`config.mk`:
```
export PLATFORM = sky130hd
export DESIGN_NAME = ifm_pingpong_ctrl
export DESIGN_NICKNAME = d
export VERILOG_FILES = /design/src/rtl/ifm_pingpong_pkg.sv /design/src/rtl/ifm_part_state.sv /design/src/rtl/ifm_pingpong_ctrl.sv
export SDC_FILE = /design/constraint.sdc
export NUM_CORES = 1
export LEC_CHECK = 0
export CAP_MARGIN = 0
export CORE_ASPECT_RATIO = 2
export CORE_UTILIZATION = 31
export DETAILED_ROUTE_END_ITERATION = 16
export MAX_ROUTING_LAYER = met4
export PLACE_DENSITY_LB_ADDON = 0.1
export SYNTH_ARGS = -nofsm -noshare
export SYNTH_HDL_FRONTEND = slang
export SYNTH_SLANG_ARGS = --single-unit
```
`constraint.sdc`:
```
create_clock -name clock -period 2.6 [get_ports clock]
set_input_delay 0.26 -clock clock [delete_from_list [all_inputs] [get_ports clock]]
set_output_delay 0.26 -clock clock [all_outputs]
set_load 0.005 [all_outputs]
```
`src/rtl/ifm_pingpong_pkg.sv`:
```
// Shared types for the IFM ping-pong buffer controller and its per-part trackers.
package ifm_pingpong_pkg;

    localparam int NUM_PARTS = 2;

    typedef enum logic [1:0] {
        PART_EMPTY,
        PART_LOADING,
        PART_FULL,
        PART_READING
    } part_state_e;

    typedef enum logic [1:0] {
        C_WAIT,
        C_RUN,
        C_SWITCH
    } cons_state_e;

    typedef enum logic {
        T_IDLE,
        T_RUN
    } top_state_e;

endpackage

```
`src/rtl/ifm_part_state.sv`:
```
// Occupancy tracker for one half of the double-buffered IFM store.
//   state        | meaning
//   PART_EMPTY   | free, may be handed to the loader
//   PART_LOADING | loader has accepted a fill into this part
//   PART_FULL    | fill complete, waiting for the img2col pair
//   PART_READING | img2col pair consuming this part
module ifm_part_state
    import ifm_pingpong_pkg::*;
(
    input  logic        clock,
    input  logic        rst_n,
    input  logic        clr,
    input  logic        load_ack,
    input  logic        load_done,
    input  logic        rd_start,
    input  logic        rd_free,
    output part_state_e state
);

    part_state_e state_q, state_d;

    always_ff @(posedge clock or negedge rst_n) begin
        if (!rst_n) begin
            state_q <= PART_EMPTY;
        end else begin
            state_q <= state_d;
        end
    end

    always_comb begin
        state_d = state_q;
        if (clr) begin
            state_d = PART_EMPTY;
        end else begin
            case (state_q)
                PART_EMPTY:   if (load_ack)  state_d = PART_LOADING;
                PART_LOADING: if (load_done) state_d = PART_FULL;
                PART_FULL:    if (rd_start)  state_d = PART_READING;
                PART_READING: if (rd_free)   state_d = PART_EMPTY;
                default:                     state_d = PART_EMPTY;
            endcase
        end
    end

    assign state = state_q;

endmodule

```
`src/rtl/ifm_pingpong_ctrl.sv`:
```
// Schedules loader fills into alternating IFM parts and hands full parts to the img2col pair,
// keeping the bridge read selection (buf_switch / loop_end) in step with the consumed part.
//   state    | meaning
//   T_IDLE   | no layer active, waiting for start
//   T_RUN    | layer in progress
//   C_WAIT   | waiting for part[cons_sel] to become FULL
//   C_RUN    | img2col pair working, collecting both done strobes
//   C_SWITCH | release part, advance or end the layer (1 cycle)
module ifm_pingpong_ctrl
    import ifm_pingpong_pkg::*;
#(
    parameter int TILE_W = 16
) (
    input  logic              clock,
    input  logic              rst_n,
    input  logic              start,
    input  logic [TILE_W-1:0] num_tiles,
    output logic              busy,
    output logic              layer_done,
    output logic              load_req,
    output logic              load_part,
    input  logic              load_ack,
    input  logic              load_done,
    output logic              i2c_start,
    input  logic              i2c_done_0,
    input  logic              i2c_done_1,
    output logic              buf_switch,
    output logic              loop_end
);

    top_state_e        top_q, top_d;
    cons_state_e       cons_q, cons_d;
    logic [TILE_W-1:0] num_tiles_q, num_tiles_d;
    logic [TILE_W-1:0] loaded_cnt_q, loaded_cnt_d;
    logic [TILE_W-1:0] consumed_cnt_q, consumed_cnt_d;
    logic              load_sel_q, load_sel_d;
    logic              cons_sel_q, cons_sel_d;
    logic              d0_q, d0_d;
    logic              d1_q, d1_d;
    logic              busy_q, busy_d;
    logic              layer_done_q, layer_done_d;
    logic              load_req_q, load_req_d;
    logic              i2c_start_q, i2c_start_d;
    logic              buf_switch_q, buf_switch_d;
    logic              loop_end_q, loop_end_d;

    part_state_e          part_st [NUM_PARTS];
    logic [NUM_PARTS-1:0] ack_stb, done_stb, rd_start, rd_free, part_free;
    logic                 part_clr, any_loading;

    assign ack_stb[0]  = load_req_q & load_ack & ~load_sel_q;
    assign ack_stb[1]  = load_req_q & load_ack &  load_sel_q;
    assign done_stb[0] = load_done & (part_st[0] == PART_LOADING);
    assign done_stb[1] = load_done & (part_st[1] == PART_LOADING);
    assign any_loading = (part_st[0] == PART_LOADING) || (part_st[1] == PART_LOADING);

    ifm_part_state u_part0 (
        .clock     (clock),
        .rst_n     (rst_n),
        .clr       (part_clr),
        .load_ack  (ack_stb[0]),
        .load_done (done_stb[0]),
        .rd_start  (rd_start[0]),
        .rd_free   (rd_free[0]),
        .state     (part_st[0])
    );

    ifm_part_state u_part1 (
        .clock     (clock),
        .rst_n     (rst_n),
        .clr       (part_clr),
        .load_ack  (ack_stb[1]),
        .load_done (done_stb[1]),
        .rd_start  (rd_start[1]),
        .rd_free   (rd_free[1]),
        .state     (part_st[1])
    );

    always_ff @(posedge clock or negedge rst_n) begin
        if (!rst_n) begin
            top_q          <= T_IDLE;
            cons_q         <= C_WAIT;
            num_tiles_q    <= '0;
            loaded_cnt_q   <= '0;
            consumed_cnt_q <= '0;
            load_sel_q     <= 1'b0;
            cons_sel_q     <= 1'b0;
            d0_q           <= 1'b0;
            d1_q           <= 1'b0;
            busy_q         <= 1'b0;
            layer_done_q   <= 1'b0;
            load_req_q     <= 1'b0;
            i2c_start_q    <= 1'b0;
            buf_switch_q   <= 1'b0;
            loop_end_q     <= 1'b0;
        end else begin
            top_q          <= top_d;
            cons_q         <= cons_d;
            num_tiles_q    <= num_tiles_d;
            loaded_cnt_q   <= loaded_cnt_d;
            consumed_cnt_q <= consumed_cnt_d;
            load_sel_q     <= load_sel_d;
            cons_sel_q     <= cons_sel_d;
            d0_q           <= d0_d;
            d1_q           <= d1_d;
            busy_q         <= busy_d;
            layer_done_q   <= layer_done_d;
            load_req_q     <= load_req_d;
            i2c_start_q    <= i2c_start_d;
            buf_switch_q   <= buf_switch_d;
            loop_end_q     <= loop_end_d;
        end
    end

    always_comb begin
        top_d          = top_q;
        cons_d         = cons_q;
        num_tiles_d    = num_tiles_q;
        loaded_cnt_d   = loaded_cnt_q;
        consumed_cnt_d = consumed_cnt_q;
        load_sel_d     = load_sel_q;
        cons_sel_d     = cons_sel_q;
        d0_d           = d0_q;
        d1_d           = d1_q;
        load_req_d     = load_req_q;
        i2c_start_d    = 1'b0;
        buf_switch_d   = 1'b0;
        loop_end_d     = 1'b0;
        layer_done_d   = 1'b0;
        rd_start       = '0;
        rd_free        = '0;
        part_free      = '0;
        part_clr       = 1'b0;

        case (top_q)
            T_IDLE: begin
                if (start) begin
                    top_d          = T_RUN;
                    cons_d         = C_WAIT;
                    num_tiles_d    = num_tiles;
                    loaded_cnt_d   = '0;
                    consumed_cnt_d = '0;
                    load_sel_d     = 1'b0;
                    cons_sel_d     = 1'b0;
                    d0_d           = 1'b0;
                    d1_d           = 1'b0;
                    part_clr       = 1'b1;
                    // Parts are cleared here, so the first request can go out next cycle.
                    load_req_d     = (num_tiles != '0);
                    loop_end_d     = (num_tiles == '0);
                    layer_done_d   = (num_tiles == '0);
                end
            end
            T_RUN: begin
                if (layer_done_q) top_d = T_IDLE;

                case (cons_q)
                    C_WAIT: begin
                        if (part_st[cons_sel_q] == PART_FULL) begin
                            i2c_start_d          = 1'b1;
                            rd_start[cons_sel_q] = 1'b1;
                            cons_d               = C_RUN;
                        end
                    end
                    C_RUN: begin
                        d0_d = d0_q | i2c_done_0;
                        d1_d = d1_q | i2c_done_1;
                        if (d0_q && d1_q) begin
                            cons_d = C_SWITCH;
                            if (consumed_cnt_q == num_tiles_q - TILE_W'(1)) begin
                                loop_end_d   = 1'b1;
                                layer_done_d = 1'b1;
                            end else begin
                                buf_switch_d = 1'b1;
                            end
                        end
                    end
                    C_SWITCH: begin
                        rd_free[cons_sel_q] = 1'b1;
                        d0_d                = 1'b0;
                        d1_d                = 1'b0;
                        consumed_cnt_d      = consumed_cnt_q + TILE_W'(1);
                        // Mirror the bridge: loop_end forces part 0, buf_switch toggles.
                        cons_sel_d          = buf_switch_q ? ~cons_sel_q : 1'b0;
                        cons_d              = C_WAIT;
                    end
                    default: cons_d = C_WAIT;
                endcase

                // A part being freed this cycle counts as empty so its refill is not delayed.
                part_free[0] = (part_st[0] == PART_EMPTY) || rd_free[0];
                part_free[1] = (part_st[1] == PART_EMPTY) || rd_free[1];

                if (load_req_q) begin
                    if (load_ack) load_req_d = 1'b0;
                end else if (!any_loading && part_free[load_sel_q] &&
                             (loaded_cnt_q < num_tiles_q)) begin
                    load_req_d = 1'b1;
                end

                if (|done_stb) begin
                    loaded_cnt_d = loaded_cnt_q + TILE_W'(1);
                    load_sel_d   = ~load_sel_q;
                end
            end
            default: top_d = T_IDLE;
        endcase

        busy_d = (top_d == T_RUN);
    end

    assign busy       = busy_q;
    assign layer_done = layer_done_q;
    assign load_req   = load_req_q;
    assign load_part  = load_sel_q;
    assign i2c_start  = i2c_start_q;
    assign buf_switch = buf_switch_q;
    assign loop_end   = loop_end_q;

endmodule
```
Word level (Yosys, flattened, before mapping):

Cells that the tools add are included.

* add/sub/neg operators: 3
* order comparisons: 5
* equal/unequal tests: 24
* multiplexer cells: 66
* bitwise logic cells: 11
* reduce and logical (&&, ||, !) cells: 21

Operators with widths (count)
* 16-bit case mux with 2 select lines: 2
* 16-bit two-way mux: 3
* 2-bit two-way mux: 22
* 16-bit by 1-bit adder with 16-bit output, second input constant: 2
* 1-bit two-way mux: 25
* 3-bit inequality test, second input constant: 6
* 1-bit case mux with 2 select lines: 9
* 16-bit == test: 1
* 16-bit zero test: 1
* 16-bit < comparator: 1
* 2-bit case mux with 4 select lines: 2
* 16-bit nonzero test: 1
* 16-bit by 1-bit subtractor with 16-bit output, second input constant: 1
* 2-bit == test, second input constant: 6
* 3-bit by 2-bit inequality test with 1-bit output, second input constant: 4
* 2-bit case mux with 2 select lines: 2
* 2-bit AND reduction: 4
* 4-bit AND reduction: 2
* 2-bit by 1-bit == test with 1-bit output, second input constant: 3
* 2-bit zero test: 3
* 1-bit AND: 5
* 1-bit logical AND: 4
* 1-bit by 2-bit < comparator with 1-bit output, second input constant: 2
* 2-bit by 1-bit inequality test with 1-bit output, second input constant: 2
* 12 further kinds: 17

* flip-flop bits (word level): 63
* input port bits: 23
* output and inout port bits: 7

Logic depth before layout (Yosys ltp):

Gate-level depths: netlist (run 1).

* depth after elaboration: 14
* gate-level depth with buffers: 8
* depth with buffers taken out: 8

Hierarchy:

A second synthesis (run 1) with hierarchy kept.

* cells, all modules: 445
* area, all modules: 3977.6 sq um

Modules (own cells, without submodules)
* ifm_pingpong_ctrl: times used 1, cells each 407, area each 3554.7 sq um, sequential area each 1476.4 sq um
* ifm_part_state: times used 2, cells each 19, area each 211.5 sq um, sequential area each 50.0 sq um

Least setup slack after synthesis (run 1):

Ideal clock, no wire load.

* path type: reg-to-reg
* start point: register num_tiles_q[0]
* end point: register loop_end_q (netlist: loop_end)
* setup time: 0.064 ns
* arrival time: 2.341 ns
* data required time: 2.536 ns
* setup slack: 0.195 ns
* stages on the path, launching flop included: 9
* buffers on the path: 0
* clock period less this slack: 2.405 ns
* path through: dfrtp_1 inv_1 ha_1 nor3b_1 and3_1 o2111ai_1 or4_1 nor4_2 a21o_1

* word-level cells in the longest chain between the ends: 6

Ends and longest elaborated chain
* from (decl): RTL line ifm_pingpong_ctrl.sv:33 `logic [TILE_W-1:0] num_tiles_q, num_tiles_d;`
* from (signal assigned): RTL line ifm_pingpong_ctrl.sv:99 `num_tiles_q <= num_tiles_d;`
* 16-bit by 1-bit subtractor with 16-bit output: RTL line ifm_pingpong_ctrl.sv:170 `if (consumed_cnt_q == num_tiles_q - TILE_W'(1)) begin`
* 16-bit == test: RTL line ifm_pingpong_ctrl.sv:170
* 1-bit two-way mux (3 in series)
* 1-bit case mux with 2 select lines
* via layer_done_d: RTL line ifm_pingpong_ctrl.sv:41 `logic layer_done_q, layer_done_d;`
* to (signal assigned): RTL line ifm_pingpong_ctrl.sv:111 `loop_end_q <= loop_end_d;`
* to (decl): RTL line ifm_pingpong_ctrl.sv:45 `logic loop_end_q, loop_end_d;`

The timed path passes the listed nets, and every way through them passes these cells.
A chain may end at the register's enable or synchronous reset.

Worst setup path in the final report (run 1):

* start point: register num_tiles_q[7]
* end point: register loop_end_q (netlist: loop_end)

Same word-level chain as after synthesis.

==> flow_summary.yaml, run 1 <==
clock_network:
  cts_setup_buffers: 0
  clkSinkCount: 63
  cts_max_level: 3
  postCtsHoldBufs: 0
  root_buffer: "clkbuf_16"
  cts_tree: "built"
  path_clk_slew_ns: 0.06
  clk_path_buf_depth: 2
  clk_latency_ns: 0.33
  numCtsBuffers: 9
floorplan:
  die_h_um: 160.5
  die_area_um2: 13040
  rows: 57
  io_pins: 30
  die_x_um: 81.26
  initial_core_util_pct: 31.94
  core_area_um2: 12200
worst_setup_path:
  worstPathRequired_ns: 2.87
  crit_type: "reg2reg"
  max_stage_delay_ns: 0.59
  critPathLaunch: "num_tiles_q[7]"
  crit_path_end_kind: "flop"
  r2r.worst_path.cells: 6
  r2r_start: "num_tiles_q[7]"
  cp-start-kind: "flop"
  arrival_ns: 2.77
  path_cells: "or4_4 -> a211oi_2 -> o2111ai_1 -> or4_1 -> nor4_4 -> a21o_1"
  r2r-end: "loop_end"
  critPathSlowestCell: "or4_1"
  reg2reg_slack_ns: 0.1
  path_max_fanout: 2
synth:
  ys_seq_area_share_pct: 40.48
  yosysTopAreaCell: "dfrtp_1"
  synth-edff-count: 0
  synth_ff_type: "dfrtp_1"
  synth_top_area_share_pct: 40.48
  syn_inst: 431
  yosys-top-cells-area: "dfrtp_1, ha_1, o21ai_0"
  async_reset_ff_share_pct: 100.0
  syn_avg_cell_area_um2: 9.037
  synth_area_um2: 3895
  syn-num-nets: 481
  ys_ff_latch: 63
  yosys_warnings: 0
  ys_types: 51
place:
  dp_slack_ns: -0.04672
  dpl.cell_count: 610
  post-dp-hpwl_mm: 8.729
  io_buffers: 29
  routabilityCongestion: 0.8298
  place_area_um2: 4456
final_layout:
  final_cell_mix: "dfrtp_1, o21ai_0, nand2_1, nand3_1, nor2_1"
  area_growth_pct: 22.23
  layout.nets: 524
  stdcell_count: 624
  diodes: 0
  finish.instance_area_um2: 4761
  layout_commonest_cell: "dfrtp_1"
  post_route_cells_drive_above_1_share_pct: 8.805
  fillers: 1228
power:
  powerDensity_nw_per_um2: 780.0
  intPower_uw: 2432
  power_uw: 3714
  p_leak_uw: 0.002104
  switching_share_pct: 34.51
  ir_worst_vdd_mv: 0.3983
  pwr-share-seq_pct: 38.6
  pwr-share-comb_pct: 29.7
  switching_power_uw: 1282
  pwr-share-clk_pct: 31.7
routing:
  drt_wl_total_mm: 11.30
  vias: 3348
  first_iter_violations: 164
  firstDrtPassIters: 4
  wl_per_cell_um: 18.10
  drc_errors: 0
  viasPerCell: 5.365
  drt.antenna.violating_nets: 0
global_route:
  grt_usage_pct: 19.53
  grt_pass1_wl_mm: 18.20
  antenna_found_initial: 0
  grt_max_degree: 51
  grt-ovfl-total: 0
  grt_pass1_vias: 3442
timing:
  slew_viol_final: 0
  clock_skew_ns: 0.006813
  worst_pin_slew_ns: 0.7638
  hold_viol: 0
  rsz0062_at_grt: "false"
  fin_crit_sh_pct: 96.18
  clock.fmax_ghz: 0.3999
  fin_ws_ns: 0.09922
  setup_viol: 0
  min_period_ns: 2.501
  fin_setup_tns_ns: 0
  relSlewSlack_pct: 49.08
flow_run:
  maxCapViolCount: 0
hold_path:
  hold_class: "in2async"
status:
  status: "completed"
timing repair:
action                     in CTS  in global routing
gates resized for setup         2                  2
gates cloned                    0                  0
setup endpoints to repair       2                  2
sequential cells by signal (all words and copies together) (netlist names):
register,flops
cons_sel_q,1
busy,1
loaded_cnt_q,16
loop_end,1
consumed_cnt_q,16
load_part,1
u_part0.state,2
cons_q,2
num_tiles_q,16
d1_q,1
i2c_start,1
buf_switch,1
load_req,1
d0_q,1
u_part1.state,2
critical path: cells and delay by family (launching register included):
family	cells	cell delay (ns)
DFF	1	0.37
AOI/OAI and AO/OA	3	0.57
and+or+nand+nor	3	1.50
layout make-up:
cell class	instances	area [um^2]	share of cell area, %
Clock buffer	14	284.0	5.966
Inverter	26	97.59	2.050
Multi-Input combinational cell	328	2192	46.04
Sequential cell	63	1578	33.14
Tap cell	147	183.9	3.863
Timing Repair Buffer	46	425.4	8.936
power groups by stage:
| stage | logic [uW] | clock network, uW | registers, uW |
|---|---|---|---|
| 6_report | 1100 | 1180 | 1430 |
| 5_1_grt | 1250 | 1250 | 1470 |
| 4_1_cts | 1120 | 1200 | 1430 |
| 3_5_place_dp | 1110 | 0 | 1450 |
| 3_3_place_gp | 1090 | 0 | 1450 |
| 2_1_floorplan | 735 | 0 | 1370 |
through the flow:
stage	hold WS, ns	utilization (%)
6_report	0.002248	39.04
5_1_grt	0.05446	39.04
4_1_cts	0.02501	38.99
3_5_place_dp	0.3771	36.53
3_3_place_gp	0.3684	36.53
2_1_floorplan	-0.03559	-
synth_stat cells, types with 4 or more instances:
cell	instances
nor4_1	6
o31ai_1	4
and2_1	4
o2111ai_1	5
xnor2_1	13
xor2_1	18
ha_1	27
o21ai_0	45
and3_1	4
nand4_1	11
clkbuf_1	13
a21oi_1	12
mux2i_1	5
nand2_1	39
nor3b_1	4
dfrtp_1	63
inv_1	26
nor2_1	29
nor2b_1	11
nand3_1	30
nand2b_1	8
a21o_1	7
nor3_1	7
kinds of logic after synthesis:
logic type	Yosys count	synth area share, %
and+or+nand+nor	169	22.58
AOI/OAI and AO/OA	95	15.48
DFF	63	40.48
buffers and inverters	40	3.951
xor gates and xnor gates	32	7.549
adders and majority gates	27	8.673
muxes	5	1.285
how the worst max path moves through the flow:
stage / end / cells after the start
4_1_cts: loop_end / 8
3_3_place_gp: loop_end / 6
2_1_floorplan: loop_end / 8
6_report: loop_end / 6
3_5_place_dp: loop_end / 6
5_1_grt: loop_end / 8
layer usage:
layer | part of all wire (%) | routed length (um) | vias to the layer above | global-route usage (%)
met2 | 54 | 6149 | 73 | 33.45
met1 | 39 | 4409 | 1630 | 21.29
met5 | 0 | 0 | - | -
met3 | 3.1 | 349 | 20 | 3.523
met4 | 3.4 | 388 | 0 | 8.604
li1 | - | - | 1625 | -
(Power assumes the default switching activity.)
==> inputs of run 2 (changes only) <==
--- a/config.mk
+++ b/config.mk
@@ -11,6 +11,7 @@
 export DETAILED_ROUTE_END_ITERATION = 16
 export MAX_ROUTING_LAYER = met4
 export PLACE_DENSITY_LB_ADDON = 0.1
+export SKIP_CTS_REPAIR_TIMING = 1
 export SYNTH_ARGS = -nofsm -noshare
 export SYNTH_HDL_FRONTEND = slang
 export SYNTH_SLANG_ARGS = --single-unit
==> run 2 against run 1 <==
Compared with the run above:
- the run now ends with negative hold slack left
- sequential cell count stayed put
- wire length grew 0.28%
- critical path type unchanged
- final area about the same
- fmax decreased by 1.0%
==> flow_summary.yaml, run 2 (synthesis results as in run 1) <==
place:
  post-dp-hpwl_mm: 8.729
  dpl.cell_count: 610
  io_buffers: 29
  routabilityCongestion: 0.8298
  place_area_um2: 4456
clock_network:
  clk_path_buf_depth: 2
  cts_tree: "built"
  numCtsBuffers: 9
  path_clk_slew_ns: 0.06
  clkSinkCount: 63
  cts_max_level: 3
  root_buffer: "clkbuf_16"
  clk_latency_ns: 0.33
worst_setup_path:
  crit_path_end_kind: "flop"
  cp-start-kind: "flop"
  crit_type: "reg2reg"
  r2r.worst_path.cells: 9
  worstPathRequired_ns: 2.87
  reg2reg_slack_ns: 0.07
  path_max_fanout: 5
  r2r_start: "num_tiles_q[0]"
  arrival_ns: 2.80
  r2r-end: "loop_end"
global_route:
  grt-ovfl-total: 0
  antenna_found_initial: 0
  grt_pass1_wl_mm: 18.17
  grt_max_degree: 51
  grt_usage_pct: 19.50
  grt_pass1_vias: 3437
floorplan:
  die_area_um2: 13040
  initial_core_util_pct: 31.94
  die_x_um: 81.26
  die_h_um: 160.5
  core_area_um2: 12200
  io_pins: 30
  rows: 57
power:
  powerDensity_nw_per_um2: 780.9
  ir_worst_vdd_mv: 0.4002
  switching_power_uw: 1285
  pwr-share-comb_pct: 29.7
  p_leak_uw: 0.002105
  pwr-share-seq_pct: 38.6
  intPower_uw: 2432
  switching_share_pct: 34.57
  pwr-share-clk_pct: 31.8
routing:
  dr_wl_met2_mm: 6.167
  viasPerCell: 5.373
  vias: 3353
  firstDrtPassIters: 4
  routed.top_layer: "met4"
  drt.antenna.violating_nets: 0
  wl_met1_mm: 4.445
  wl_per_cell_um: 18.15
  drc_errors: 0
  met3_wirelength_um: 360
  first_iter_violations: 157
  drt_wl_total_mm: 11.33
timing:
  worst_pin_slew_ns: 0.7546
  clock.fmax_ghz: 0.3958
  holdWs_ns: -0.002966
  slew_viol_final: 0
  min_period_ns: 2.527
  hold_viol: 10
  fin_crit_sh_pct: 97.18
  clock_skew_ns: 0.005756
  setup_viol: 0
  relSlewSlack_pct: 49.69
final_layout:
  stdcell_count: 624
  finish.instance_area_um2: 4760
  layout.nets: 524
  area_growth_pct: 22.20
  post_route_cells_drive_above_1_share_pct: 8.595
  layout_commonest_cell: "dfrtp_1"
  diodes: 0
  final_cell_mix: "dfrtp_1, o21ai_0, nand2_1, nand3_1, nor2_1"
  top_regs: "consumed_cnt_q (16), loaded_cnt_q (16), num_tiles_q (16)"
hold_path:
  hold_class: "in2async"
status:
  failed_checks: "negative hold slack"
  status: "finished, violations left"
flow_run:
  maxCapViolCount: 0
## run 2: changes by cell type in the layout (fill, tap and decap cells not counted)
| cell | previous run | this run |
|---|---|---|
| dfrtp_1 | 62 | 63 |
| dfrtp_2 | 1 | 0 |
## run 2: area by class of cell
cell class                 count  area, um^2
fill                        1226        7436
tap                          147       183.9
sequential                    63        1577
multi-input combinational    328        2192
clock buffer                  14       284.0
timing repair buffer          46       425.4
inverter                      26       97.59
## run 2: per-stage QoR
step | setup TNS, ns | setup slack [ns] | power, uW | hold WS [ns] | utilization, %
after floorplan | 0 | 0.1949 | 2104 | -0.03559 | -
after global placement | 0 | 0.06245 | 2541 | 0.3684 | 36.53
after detailed placement | -0.07971 | -0.04672 | 2557 | 0.3771 | 36.53
after CTS | -0.08418 | -0.04763 | 3748 | 0.02501 | 38.86
after global routing | -0.004119 | -0.004119 | 3965 | 0.05446 | 39.03
final | 0 | 0.07333 | 3717 | -0.002966 | 39.03
## run 2: worst max-delay path by stage
| stage | startpoint | to | slack (ns) | cells after the start |
|---|---|---|---|---|
| final | num_tiles_q[0] | loop_end | 0.07 | 9 |
| after detailed placement | num_tiles_q[0] | loop_end | -0.05 | 6 |
| after CTS | num_tiles_q[0] | loop_end | -0.05 | 6 |
| after global routing | num_tiles_q[0] | loop_end | -0.004 | 9 |
| after floorplan | num_tiles_q[0] | loop_end | 0.19 | 8 |
| after global placement | num_tiles_q[0] | loop_end | 0.06 | 6 |
## run 2: critical path, stage by stage (launching register included)
cell      delay (ns)
dfrtp_1         0.43
inv_1           0.11
ha_1            0.21
nor4b_1         0.41
buf_4           0.21
nand2_1         0.06
o311ai_0        0.37
nor2_1          0.15
nor4_4          0.36
a21o_1          0.16
## run 2: power by group through the flow
| stage | sequential (uW) | combinational, uW | clock, uW |
|---|---|---|---|
| 6_report | 1430 | 1100 | 1180 |
| 5_1_grt | 1470 | 1250 | 1240 |
| 3_5_place_dp | 1450 | 1110 | 0 |
| 2_1_floorplan | 1370 | 735 | 0 |
| 4_1_cts | 1430 | 1120 | 1200 |
| 3_3_place_gp | 1450 | 1090 | 0 |
## run 2: per-layer routing
metal | GRT usage [%] | up-vias
met5 | - | -
met4 | 8.604 | 0
met3 | 3.523 | 17
met2 | 33.45 | 74
met1 | 21.18 | 1635
li1 | - | 1627
==> inputs of run 3 (changes only) <==
--- a/config.mk
+++ b/config.mk
@@ -6,7 +6,6 @@
 export NUM_CORES = 1
 export LEC_CHECK = 0
 export CAP_MARGIN = 0
-export CORE_ASPECT_RATIO = 2
 export CORE_UTILIZATION = 31
 export DETAILED_ROUTE_END_ITERATION = 16
 export MAX_ROUTING_LAYER = met4
==> run 3 against run 2 <==
Compared with the run above:
- the flow now finishes without violations
- critical path depth fell by 1
- combinational power hardly changed
- worst setup slack gained 0.033 ns
- wire length fell by 6.2%
- final area increased by 1.1%
- utilization up 0.69 points
- count of clock-buffer cells in the layout fell by 5
- largest power group unchanged
==> flow_summary.yaml, run 3 (synthesis results as in run 1) <==
floorplan:
  io_pins: 30
  die_h_um: 114.1
  die_area_um2: 13020
  rows: 40
  core_area_um2: 12110
  initial_core_util_pct: 32.16
  die_x_um: 114.1
timing:
  clock.fmax_ghz: 0.4010
  min_period_ns: 2.493
  slew_viol_final: 0
  hold_viol: 0
  setup_viol: 0
  clock_skew_ns: 0.007310
  worst_pin_slew_ns: 0.6060
  fin_crit_sh_pct: 95.90
  fin_setup_tns_ns: 0
  relSlewSlack_pct: 59.29
final_layout:
  layout.nets: 525
  top_regs: "consumed_cnt_q (16), loaded_cnt_q (16), num_tiles_q (16)"
  post-route-util_pct: 39.72
  diodes: 0
  fillers: 1241
  multi_input_area_um2: 2192
  post_route_cells_drive_above_1_share_pct: 9.167
  layout_commonest_cell: "dfrtp_1"
  final_cell_mix: "dfrtp_1, o21ai_0, nand2_1, nand3_1, nor2_1"
  area_growth_pct: 23.51
  final-seq-area_um2: 1577
  stdcell_count: 648
global_route:
  grt_usage_pct: 18.23
  grt-ovfl-total: 0
  antenna_found_initial: 0
  grt_pass1_vias: 3296
  grt_pass1_wl_mm: 17.48
  grt_max_degree: 64
clock_network:
  clk_path_buf_depth: 2
  clk_latency_ns: 0.34
  path_clk_slew_ns: 0.06
  numCtsBuffers: 9
  clkSinkCount: 63
  cts_tree: "built"
  cts_max_level: 3
  root_buffer: "clkbuf_16"
worst_setup_path:
  path_cells: "inv_1 -> ha_1 -> xnor3_1 -> a32o_1 -> o2111ai_1 -> or4_1 -> nor4_4 -> a21o_1"
  cp-start-kind: "flop"
  r2r_start: "num_tiles_q[0]"
  worstPathRequired_ns: 2.88
  crit_type: "reg2reg"
  max_stage_delay_ns: 0.60
  crit_path_end_kind: "flop"
  arrival_ns: 2.77
  critPathSlowestCell: "or4_1"
  reg2reg_slack_ns: 0.11
  critPathLaunch: "num_tiles_q[0]"
  path_max_fanout: 5
routing:
  firstDrtPassIters: 4
  dr_wl_met2_mm: 4.799
  wl_met1_mm: 5.329
  wl_per_cell_um: 16.39
  routed.top_layer: "met4"
  viasPerCell: 5.059
  first_iter_violations: 168
  drc_errors: 0
  drt_wl_total_mm: 10.62
  drt.antenna.violating_nets: 0
  vias: 3278
  met3_wirelength_um: 325
flow_run:
  maxCapViolCount: 0
place:
  routabilityCongestion: 0.8257
  dpl.cell_count: 631
  io_buffers: 29
  post-dp-hpwl_mm: 7.842
power:
  p_leak_uw: 0.002099
  powerDensity_nw_per_um2: 779.0
  ir_worst_vdd_mv: 0.4933
hold_path:
  hold_class: "in2async"
status:
  status: "completed"
==> run 3: cell count changes in the layout (fill, tap and decap cells not counted), sizes merged <==
cell         delta
clkinv          +2
dlygate4sd3     +1
clkinvlp        +4
clkbuf          -5
bufinv          +1
==> run 3: worst max-delay path, delay by kind of cell (launching register included) <==
| family | cells | cell delay [ns] |
|---|---|---|
| buf+inv | 1 | 0.09 |
| xor+xnor | 1 | 0.28 |
| simple gates | 2 | 0.96 |
| flops | 1 | 0.44 |
| compound gates | 3 | 0.43 |
| fa+ha+maj | 1 | 0.24 |
==> run 3: area by class of cell <==
type	instances	share of cell area, %
clock buffers	9	4.681
clock inverters	7	1.534
inverters	26	2.029
multi-input cells	328	45.57
flip-flops and latches	63	32.77
well taps	168	4.369
repair buffers	47	9.051
==> run 3: where the power goes <==
group          internal [uW]  leakage (uW)  total, uW  switching, uW
logic                    523       0.00118       1090            564
registers               1170      0.000789       1450            277
clock network            741      0.000134       1220            474
==> run 3: per-layer routing <==
metal / global-route usage [%] / up-vias
met1: 24.19 / 1581
met4: 5.887 / 0
met2: 27.92 / 53
met3: 3.653 / 15
li1: - / 1629
met5: - / -
==> run 3: worst paths after layout <==
| check | cells after the start | end |
|---|---|---|
| worst min-delay path | 3 | consumed_cnt_q[7] |
| max in group asynchronous | 3 | u_part1.state[1] |
| min in group clock | 1 | loaded_cnt_q[15] |
| worst min register to register | 1 | loaded_cnt_q[15] |
| worst max register to register | 8 | loop_end |
| worst max-delay path | 8 | loop_end |
==> run 3: stage by stage <==
step / hold WS [ns] / worst slack, ns / power (uW) / cell area, um^2
final: 0.4788 / 0.1065 / 3747 / 4811
after global routing: 0.5081 / -0.02644 / 4016 / 4811
after CTS: -0.04741 / 0.08654 / 3800 / 4781
after detailed placement: 0.3126 / 0.1301 / 2550 / 4482
after global placement: 0.3115 / 0.1629 / 2528 / 4482
after floorplan: -0.03559 / 0.1949 / 2104 / 3895
==> RTL change 1 (flow settings as in run 3) <==
The 3 states of `cons_state_e` get a one-hot encoding in 3 bits.
--- a/src/rtl/ifm_pingpong_pkg.sv
+++ b/src/rtl/ifm_pingpong_pkg.sv
@@ -10,10 +10,10 @@
         PART_READING
     } part_state_e;
 
-    typedef enum logic [1:0] {
-        C_WAIT,
-        C_RUN,
-        C_SWITCH
+    typedef enum logic [2:0] {
+        C_WAIT   = 3'b001,
+        C_RUN    = 3'b010,
+        C_SWITCH = 3'b100
     } cons_state_e;
 
     typedef enum logic {
Function: no difference found for any inputs over 10 cycles, from zero or initial values and one cycle with rst_n low; not proved beyond that.
==> RTL change 1 against run 3 <==
Maximum frequency is 0.68% higher. Final cell count is 0.31% lower. Wire length is 5.9% lower. First-iteration DRC count is 6.0% higher. Synthesized area is 1.3% higher. Setup slack better by 0.017 ns. Design area is 1.2% lower. Die area is 1.3% higher. Total power is 1.9% lower. Sequential cell count is 1 higher.
==> RTL change 1: results <==
[synth]
syn-num-nets = 489
yosys.area_share.adder = 0.08563
syn_area_per_cell_sq_um = 8.986
netlist_top_cells_area = "dfrtp_1 40%, ha_1 8.6%, nand2_1 5.2%"
ys_types = 57
synth_compound_area_frac = 0.1595
synth_seq_area_share = 0.4063
synth_common_cells = "63 x dfrtp_1, 55 x nand2_1, 41 x o21ai_0"
muxShareOfSynthArea = 0.01554

[sta]
slew_headroom = 0.6175
clock_skew_ns = 0.007980
whs_ns = 0.4567

[global_route]
use_met3 = 0.03901
grt_usage = 0.1754
first_global_vias = 3175
met2_usage = 0.2618
grtUsageMet1 = 0.2305

[placement]
place_congestion = 0.7871
dp_cells = 629
dpl_cell_area_sq_um = 4463

[setup_path]
cp_data_arrival_time_ns = 2.75
cp_slowest_cell = "or4_4"
r2r_cells = 6
r2r_slack_ns = 0.12
slowest_delay_ns = 0.57

[finish]
buf_share = 0.08211
nFillCells = 1293
buffers = 41
multi_input_gates = 333
clock_area_frac = 0.05921
multi_input_area_share = 0.4584
sh_seq_area = 0.3371

[clock_tree]
cts.sinks = 64

[power]
power_frac_seq = 0.389
powerClk_uw = 1150
leakage_uw = 0.002129
peakVddDrop_mv = 0.3865

[routing]
num_vias = 3267
detail_route.iter0.violations = 178
wl_met3_um = 293
met1_length_mm = 5.004
wl_met2_mm = 4.496
drt_wl_total_mm = 9.993
routedWlPerCell_um = 15.47

[outcome]
status = "completed"
## RTL change 1: cell types whose count changed in the layout (fill, tap and decap cells not counted), moves of 4 or more
cell        change
clkinvlp_4      -4
a21oi_1         +6
clkbuf_1        +4
nor2b_1         -6
buf_4           -6
and3_1          +4
o21ai_0         -4
nand3_1        -12
o2111ai_1       -5
nand2_1        +16
nor4_1          +4
## RTL change 1: logic make-up after synthesis
| family | count (synthesis) |
|---|---|
| AOI/OAI and AO/OA | 100 |
| and+or+nand+nor | 170 |
| DFF | 64 |
| adders and majority gates | 27 |
| muxes | 6 |
| xor gates and xnor gates | 30 |
| buffers and inverters | 42 |
## RTL change 1: per-stage QoR
| step | utilization | setup WS (ns) | power, uW |
|---|---|---|---|
| finish | 0.3893 | 0.1233 | 3677 |
| global route | 0.3893 | 0.01968 | 3959 |
| CTS | 0.3885 | 0.1387 | 3725 |
| detailed placement | 0.3655 | 0.1582 | 2544 |
| global placement | 0.3655 | 0.1744 | 2537 |
| floorplan | - | 0.1522 | 2161 |
==> RTL change 2 (flow settings as in run 3) <==
Made on the original files. Set the parameter `TILE_W` to 24 (it was 16).
--- a/src/rtl/ifm_pingpong_ctrl.sv
+++ b/src/rtl/ifm_pingpong_ctrl.sv
@@ -9,7 +9,7 @@
 module ifm_pingpong_ctrl
     import ifm_pingpong_pkg::*;
 #(
-    parameter int TILE_W = 16
+    parameter int TILE_W = 24
 ) (
     input  logic              clock,
     input  logic              rst_n,
Ports: changed (resized num_tiles); port bits go from 30 to 38. No check against the original RTL was run, so the function may have changed too.
==> RTL change 2 against run 3 <==
Design area is 36% higher. Sequential share of layout area is 0.51 points higher. Clock skew rose by 0.0015 ns. Wire length grew 38%. Sequential cell count is 24 higher. Total power up 25%. Sequential power grew 30%. Setup slack gained 0.058 ns. Synthesized area is 39% higher. Largest cell class unchanged.
==> RTL change 2: results <==
[power]
total_power_uw = 4681
leakage_uw = 0.002863
comb_power_share = 0.269
powerClk_uw = 1540
peakVddDrop_mv = 0.3457
internal_power_uw = 3157

[synth]
netlist_top_cells_area = "dfrtp_1 40%, ha_1 8.1%, o21ai_0 5.4%"
synth_common_cells = "87 x dfrtp_1, 69 x nand2_1, 58 x o21ai_0"
syn-num-nets = 677
async_flop_share = 1.000
synth_seq_area_share = 0.4033
syn_area_per_cell_sq_um = 8.834
ys_types = 61
synth_top_area_share = 0.4033

[placement]
portBuffers = 37
pre_cts_ws_ns = -0.08430
hpwl_mm = 11.53
place_congestion = 0.8835

[global_route]
first_global_vias = 4300
grt_max_degree = 51

[finish]
reg_top3 = "consumed_cnt_q x24, loaded_cnt_q x24, num_tiles_q x24"
multiInputGateArea_sq_um = 3023
nFillCells = 1732
nets = 730
fin_cells = 889

[sta]
tightestPinTransition_ns = 0.6852
clock_skew_ns = 0.008786
clock.fmax_ghz = 0.4107

[setup_path]
slowest_delay_ns = 0.63
cp_slowest_cell = "a2111oi_2"
rr_endpoint = "consumed_cnt_q[18]"
r2r_cells = 6
crit_fanout = 8
r2r-start = "cons_q[0]"

[routing]
detail_route.iter0.violations = 236
num_vias = 4554
dr.pass1.iters = 5

[clock_tree]
cts.path.max_buffers = 2

[die]
rows = 47

[outcome]
status = "completed"
## RTL change 2: cell count changes in the layout (fill, tap and decap cells not counted), moves of 9 or more
cell     delta
o21ai_0    +13
nor2b_1     -9
inv_1      +10
dfrtp_1    +24
xnor2_1    +12
nand3_1    +13
nor2_1     +25
nand2_1    +29
xor2_1     +10
nand4_1    +10
## RTL change 2: how the worst max path moves through the flow
stage	startpoint	endpoint	slack, ns	depth (start not counted)
floorplan	num_tiles_q[4]	loop_end	0.30	8
global route	cons_q[1]	consumed_cnt_q[20]	0.0009	8
detailed placement	start	load_req	-0.08	7
global placement	start	load_req	-0.09	7
finish	cons_q[0]	consumed_cnt_q[18]	0.16	6
CTS	num_tiles_q[4]	loop_end	0.06	7
## RTL change 2: cell type report
class                      count  area share
tap                          220     0.04208
sequential                    87      0.3328
clock buffer                  11     0.03864
multi-input combinational    467      0.4621
clock inverter                 5     0.01588
inverter                      37     0.02123
timing repair buffer          62     0.08722
## RTL change 2: per-layer routing
| metal | GRT usage | share of wire | up-vias |
|---|---|---|---|
| li1 | - | - | 2287 |
| met1 | 0.2386 | 0.49 | 2176 |
| met3 | 0.03099 | 0.033 | 12 |
| met5 | - | 0 | - |
| met4 | 0.04609 | 0.012 | 0 |
| met2 | 0.2755 | 0.46 | 79 |
## RTL change 2: cell families (layout without fill, tap and decap cells)
logic type,Yosys count,count (layout),synth area share
multiplexers,10,10,0.01878
buffers and inverters,57,115,0.04056
AO/OA/AOI/OAI,124,124,0.1472
flip-flops,87,87,0.4033
XOR/XNOR,53,53,0.08600
adder cells (fa/ha/maj),35,35,0.08113
AND/OR/NAND/NOR,245,245,0.2230
